===== src/rtl/fetch_unit.sv =====
// Instruction fetch stage: PC register, prefetch FIFO toward decode, redirect handling.
// Defining FETCH_ALIGN_CHECK_EN adds a FAULT state that latches on misaligned redirect targets.
module fetch_unit #(
    parameter logic [31:0] RESET_PC = 32'h0000_0000,
    parameter int unsigned DEPTH    = 2
) (
    input  logic        clk,
    input  logic        rst,
    output logic [31:0] memAddr,
    output logic        memRead,
    output logic        memWrite,
    input  logic [31:0] memOut,
    input  logic        redirect,
    input  logic [31:0] target,
    output logic        insValid,
    input  logic        insReady,
    output logic [31:0] ins,
    output logic [31:0] insPc,
    output logic        fault
);

    localparam int unsigned AW = $clog2(DEPTH);
    localparam logic [AW:0] FULL = DEPTH[AW:0];

    if (DEPTH < 2 || (1 << AW) != DEPTH) begin : g_bad_depth
        $error("fetch_unit: DEPTH must be a power of 2 and at least 2");
    end
    if (RESET_PC[1:0] != 2'b00) begin : g_bad_reset_pc
        $error("fetch_unit: RESET_PC must be word aligned");
    end

    typedef enum logic [0:0] {StRun, StFault} state_e;

    state_e        state_q, state_d;
    logic [31:0]   pc_q, pc_d;
    logic [AW:0]   count_q, count_d;
    logic [AW-1:0] rd_ptr_q, rd_ptr_d;
    logic [AW-1:0] wr_ptr_q, wr_ptr_d;
    logic [31:0]   fifo_ins [DEPTH];
    logic [31:0]   fifo_pc  [DEPTH];

    logic          pop;
    logic          fetch;
    logic          target_aligned;
    logic [31:0]   target_load;

    assign target_aligned = (target[1:0] == 2'b00);

`ifdef FETCH_ALIGN_CHECK_EN
    assign target_load = target;
`else
    // Without the check, misaligned targets are silently rounded down to a word boundary.
    assign target_load = {target[31:2], 2'b00};
`endif

    // State register.
    always_ff @(posedge clk) begin
        if (rst) begin
            state_q <= StRun;
        end else begin
            state_q <= state_d;
        end
    end

    // Next-state logic.
    always_comb begin
        state_d = state_q;
        unique case (state_q)
            StRun: begin
`ifdef FETCH_ALIGN_CHECK_EN
                if (redirect && !target_aligned) begin
                    state_d = StFault;
                end
`endif
            end
            StFault: begin
                if (redirect && target_aligned) begin
                    state_d = StRun;
                end
            end
            default: state_d = StRun;
        endcase
    end

    // Outputs and handshake decode.
    always_comb begin
        insValid = (count_q != '0);
        pop      = insValid && insReady;
        // A pop frees a slot in the same cycle, so a full FIFO can still fetch.
        fetch    = !rst && (state_q == StRun) && !redirect && ((count_q < FULL) || pop);
        memRead  = fetch;
        memAddr  = pc_q;
        memWrite = 1'b0;
        ins      = insValid ? fifo_ins[rd_ptr_q] : 32'h0;
        insPc    = insValid ? fifo_pc[rd_ptr_q] : 32'h0;
`ifdef FETCH_ALIGN_CHECK_EN
        fault    = (state_q == StFault);
`else
        fault    = 1'b0;
`endif
    end

    // PC and FIFO pointer next-state.
    always_comb begin
        pc_d     = pc_q;
        count_d  = count_q;
        rd_ptr_d = rd_ptr_q;
        wr_ptr_d = wr_ptr_q;
        if (redirect) begin
            // Flush wins over any pop attempted in the same cycle.
            pc_d     = target_load;
            count_d  = '0;
            rd_ptr_d = '0;
            wr_ptr_d = '0;
        end else begin
            if (pop) begin
                rd_ptr_d = rd_ptr_q + 1'b1;
            end
            if (fetch) begin
                wr_ptr_d = wr_ptr_q + 1'b1;
                pc_d     = pc_q + 32'd4;
            end
            if (fetch && !pop) begin
                count_d = count_q + 1'b1;
            end else if (pop && !fetch) begin
                count_d = count_q - 1'b1;
            end
        end
    end

    always_ff @(posedge clk) begin
        if (rst) begin
            pc_q     <= RESET_PC;
            count_q  <= '0;
            rd_ptr_q <= '0;
            wr_ptr_q <= '0;
        end else begin
            pc_q     <= pc_d;
            count_q  <= count_d;
            rd_ptr_q <= rd_ptr_d;
            wr_ptr_q <= wr_ptr_d;
        end
    end

    // Storage needs no reset: outputs are gated by insValid.
    always_ff @(posedge clk) begin
        if (fetch) begin
            fifo_ins[wr_ptr_q] <= memOut;
            fifo_pc[wr_ptr_q]  <= pc_q;
        end
    end

endmodule

===== config.mk =====
export PLATFORM = sky130hd
export DESIGN_NAME = fetch_unit
export DESIGN_NICKNAME = d
export VERILOG_FILES = /design/src/rtl/fetch_unit.sv
export SDC_FILE = /design/constraint.sdc
export NUM_CORES = 1
export LEC_CHECK = 0
export ABC_CLOCK_PERIOD_IN_PS = 14100
export CAP_MARGIN = 40
export CORE_ASPECT_RATIO = 2
export CORE_UTILIZATION = 53
export CTS_BUF_LIST = sky130_fd_sc_hd__clkbuf_8 sky130_fd_sc_hd__clkbuf_16
export CTS_CLUSTER_SIZE = 24
export DETAILED_ROUTE_END_ITERATION = 10
export HOLD_SLACK_MARGIN = 0.06
export PLACE_DENSITY = 0.85
export SLEW_MARGIN = 10
export SYNTH_ARGS = -nofsm -noshare
export SYNTH_HDL_FRONTEND = slang
export SYNTH_SLANG_ARGS = --single-unit

===== constraint.sdc =====
create_clock -name clk -period 14.1 [get_ports clk]
set_input_delay 2.82 -clock clk [delete_from_list [all_inputs] [get_ports clk]]
set_output_delay 2.82 -clock clk [all_outputs]
set_load 0.03 [all_outputs]

# Yosys cells after proc, flatten, opt, wreduce, memory -nomap -nowiden
# Memories as Yosys holds them, arrays and structs flattened. A register that Yosys moved wholly into a read port is not among the register bits.
# Index checks and enable logic that the tools add are counted.
dict set report word_totals {
  ff_bits 37
  inputBits 68
  elab_cells 46
  n_memories 2
  ram_bits 128
  out_inout_bits 100
}
# name depth word_bits rd rd_clocked_by_memory_dff write_ports line_no
set memory_table {}
lappend memory_table {fifo_ins 2 32 1 1 1 39} ;# logic [31:0] fifo_ins [DEPTH];
lappend memory_table {fifo_pc 2 32 1 1 1 40} ;# logic [31:0] fifo_pc [DEPTH];
dict set report op_classes {
  n_bitwise 1
  n_reduce_logical 18
  order_cmp 1
  n_addsub 5
  n_mux 13
}
# cell n
set ops {}
lappend ops {{$mux 32} 4}
lappend ops {{$add 32x3->32 const B} 1}
lappend ops {{$logic_and 1x1->1} 7}
lappend ops {{$mux 1} 7}
lappend ops {{$reduce_bool 2->1} 3}
lappend ops {{$logic_not 1->1} 4}
lappend ops {{$mux 2} 2}
lappend ops {{$reduce_or 2->1} 2}
lappend ops {{$add 1x1->1 const B} 2}
lappend ops {{$add 2x1->2 const B} 1}
lappend ops {{$logic_not 2->1} 1}
lappend ops {{$lt 2x2->1 const B} 1}
lappend ops {{$sub 2x1->2 const B} 1}
lappend ops {{$logic_or 1x1->1} 1}
lappend ops {{$not 1->1} 1}

# Logic depth before layout (Yosys ltp)
dict set report logic_depth {
  word_depth 8
  mapped_depth 9
}

# Least setup slack after synthesis
# Ideal clock, no wire load.
dict set report synth_path {
  path_kind {input -> register}
  from {input rst}
  to {memory fifo_ins[0][0], enable pin}
  required_ns 13.542
  arrival_ns 7.592
  path_buffers 2
  path_slack_ns 5.949
  stages 4
  path_cell_list {buf_4 > or2_1 > buf_2 > nor3_1}
}
dict set report synth_between {
  elab_chain_cells 6
}
# item line_no
set synth_rtl {}
lappend synth_rtl {{start, declared} 8} ;# input logic rst,
lappend synth_rtl {{$logic_not 1->1} 90} ;# fetch = !rst && (state_q == StRun) && !redirect && ((count_q < FULL) || pop);
lappend synth_rtl {{$logic_and 1x1->1 (3 in series)} 90}
lappend synth_rtl {{$mux 1} 147} ;# if (fetch) begin
lappend synth_rtl {{$mux 1 (not written as such)} 148} ;# fifo_ins[wr_ptr_q] <= memOut;
lappend synth_rtl {{end, declared} 39}
# No other way between the ends.

# Worst setup path in the final report
dict set report layout_path {
  from {input redirect}
  to {output memRead}
}
dict set report layout_between {
  elab_chain_cells 3
}
# item line_no
set layout_rtl {}
lappend layout_rtl {{start, declared} 13} ;# input logic redirect,
lappend layout_rtl {{$logic_not 1->1} 90}
lappend layout_rtl {{$logic_and 1x1->1 (2 in series)} 90}
lappend layout_rtl {{end, declared} 10} ;# output logic memRead,
# No other way between the ends.

==> summary.txt <==
Final Critical Period: 8.12 ns
count of cell types in the netlist: 62
Critical Path AT: 5.30 ns
max_slew headroom: 42.0%
synth-to-layout area growth: 33.0%
Worst setup SP type: input pin
Power Dens Cells: 122 nW/um^2
internal power: 837 uW
Routed WL: 16900 um
number of placement rows: 58
TNS Setup: 0 ns
Die H: 163 um
wire per inst: 20.0 um
Gate Count Post-Synth: 530
initial antenna violation count: 0
leakage power: 3.01 nW
GP Congestion: 0.878
Fin Hold WS: 0.554 ns
Via density: 5.85
post_cts resized: 0
worst-margin pin slew: 0.868 ns
Pre-Repair DR Iteration Count: 5
Cells after DPL: 815
Sw Ratio: 25.1%
R2R Setup Slk: 11.61 ns
utilization after layout: 72.6%
total track usage: 26.2%
DP HPWL: 11500 um
Hold Path Cell Cnt: 0
clock share of power: 38.1%
NumNets Final: 754
worst vdd ir: 0.101 mV
Syn Area/Cell: 13.0 sq um
violation count after the first detailed-route iteration: 238
Post-synth EDFFs: 124
most common cell after layout, fill and taps aside: clkdlybuf4s50_1
Bufs on Longest Clock Path: 2
worst path required time: 11.28 ns
Async S/R FF share, synth: 0%
commonest cells after routing, fill and taps aside: clkdlybuf4s50_1 (161), edfxtp_1 (124), nor2_1 (85), mux2i_1 (62), dfxtp_1 (35)
synthesized cell area: 6890 sq um
Skew-Pair Late Insertion Delay: 0.42 ns
worst reg2reg path depth: 5
hold path start: memAddr[13]
postcts setup bufs: 0
PortBufs: 161
Reg2Reg Launch Point: count_q[1]
CP Class: in2out
Yosys reg bits: 160
Worst Hold Class: reg2reg
Combinational Power Share: 12.8%
die area: 13500 sq um
core box area: 12600 sq um
Num CTS Buffers: 17
total grt overflow: 0
Tcrit/Tclk final: 57.6%
finished layout cell area: 9170 sq um
first-pass GRT wire length: 25600 um
status: finished, final reports clean
worst-path fanout max: 21
Highest Clock Rate: 0.123 GHz
P_sw: 280 uW
Placed Area: 8610 sq um
vias in the first global route: 5064
final-report max-slew violation count: 0
RSZ-0062 raised after global routing: no
initial core utilization: 54.6%
clock-pin slew on the worst setup and hold paths: 0.06 ns
Setup Viol. Count Final: 0
Clk Tree Root Cell: clkbuf_16
diodes inserted: 0
CTS tree: yes
die width: 82.6 um
number of max-cap violations: 0
ys flop type: edfxtp_1
H-Tree Depth: 4
hold path endpoint: fifo_pc[0][13]
# IOs: 168
sequential share of power: 49.0%
reg-to-reg endpoint: fifo_pc[1][13]
DR vias: 4952
endpoint class of the critical path: output pin
largest net degree at the start of global routing: 64
# hold bufs at CTS: 0
final hold viol count: 0
layout cells sized above 1: 7.89%
sequential cell area fraction in the yosys report: 64.5%
# fillers: 853
Setup Skew: 0.00892 ns
Yosys warnings: 0
DRC violations left: 0
ANT nets after route: 0
post-route insts no fill: 847
Sink Count: 160
## layout make-up
| class | instances | area [sq um] | area share, % |
|---|---|---|---|
| Clock inverter | 13 | 82.6 | 0.901 |
| Clock buffer | 19 | 475 | 5.19 |
| Timing Repair Buffer | 167 | 1680 | 18.3 |
| Multi-Input combinational cell | 328 | 2260 | 24.6 |
| Tap cell | 150 | 188 | 2.05 |
| Inverter | 10 | 37.5 | 0.410 |
| Sequential cell | 160 | 4450 | 48.5 |
## state kept, by name (all words and copies together) (netlist names), named ones only
register,cells
fifo_ins,64
fifo_pc,60
memAddr,30
count_q,2
rd_ptr_q,1
state_q,1
wr_ptr_q,1
## critical path: stages
cell	delay, ns
clkdlybuf4s50_1	0.78
or2_1	0.53
nor3_2	0.24
buf_4	0.24
clkdlybuf4s50_1	0.69
## routing by layer
metal / track usage, % / up-vias / wire length, um
met5: 0 / - / 0
met4: 14.1 / 0 / 674
met3: 5.64 / 45 / 787
met2: 47.2 / 195 / 9520
met1: 27.2 / 2404 / 5950
li1: - / 2308 / -
## metrics by stage
step / total power, mW / setup WS, ns
global placement: 0.695 / 6.07
finish: 1.12 / 5.98
CTS: 1.12 / 5.98
detailed placement: 0.700 / 6.00
floorplan: 0.632 / 5.95
global route: 1.15 / 5.83
## worst max-delay path by stage
stage	from	endpoint	slack, ns	cells after the start
6_report	redirect	memRead	5.98	5
5_1_grt	redirect	memRead	5.83	5
4_1_cts	redirect	memRead	5.98	5
3_5_place_dp	redirect	memRead	6.00	5
3_3_place_gp	redirect	memRead	6.07	5
2_1_floorplan	rst	fifo_ins[0][0]	5.95	4
## power groups by stage
stage               Sequential, mW  Combinational [mW]  Clock [mW]
detailed placement           0.557               0.143           0
CTS                          0.548               0.144       0.431
floorplan                    0.563              0.0689           0
global placement             0.557               0.139           0
global route                 0.550               0.152       0.452
finish                       0.548               0.143       0.426
## logic make-up after synthesis
group	synth area share [%]
simple gates	14.0
buf+inv	3.23
fa+ha+maj	0.363
xor+xnor	1.52
mux	9.00
other cells	0.0544
flops	64.5
compound gates	7.37
## synth_stat cells (8+ instances only)
| cell type | number | area, sq um |
|---|---|---|
| buf_2 | 12 | 60.1 |
| dfxtp_1 | 36 | 721 |
| nand3_1 | 9 | 45.0 |
| a211oi_1 | 9 | 67.6 |
| edfxtp_1 | 124 | 3720 |
| buf_4 | 8 | 60.1 |
| nand2_1 | 20 | 75.1 |
| mux2i_1 | 62 | 621 |
| nor2_1 | 86 | 323 |
| nand4_1 | 8 | 50.1 |
| inv_1 | 8 | 30.0 |
| clkbuf_1 | 14 | 52.6 |
| and2_1 | 10 | 62.6 |
No activity file was read; power rests on OpenSTA's default activity.
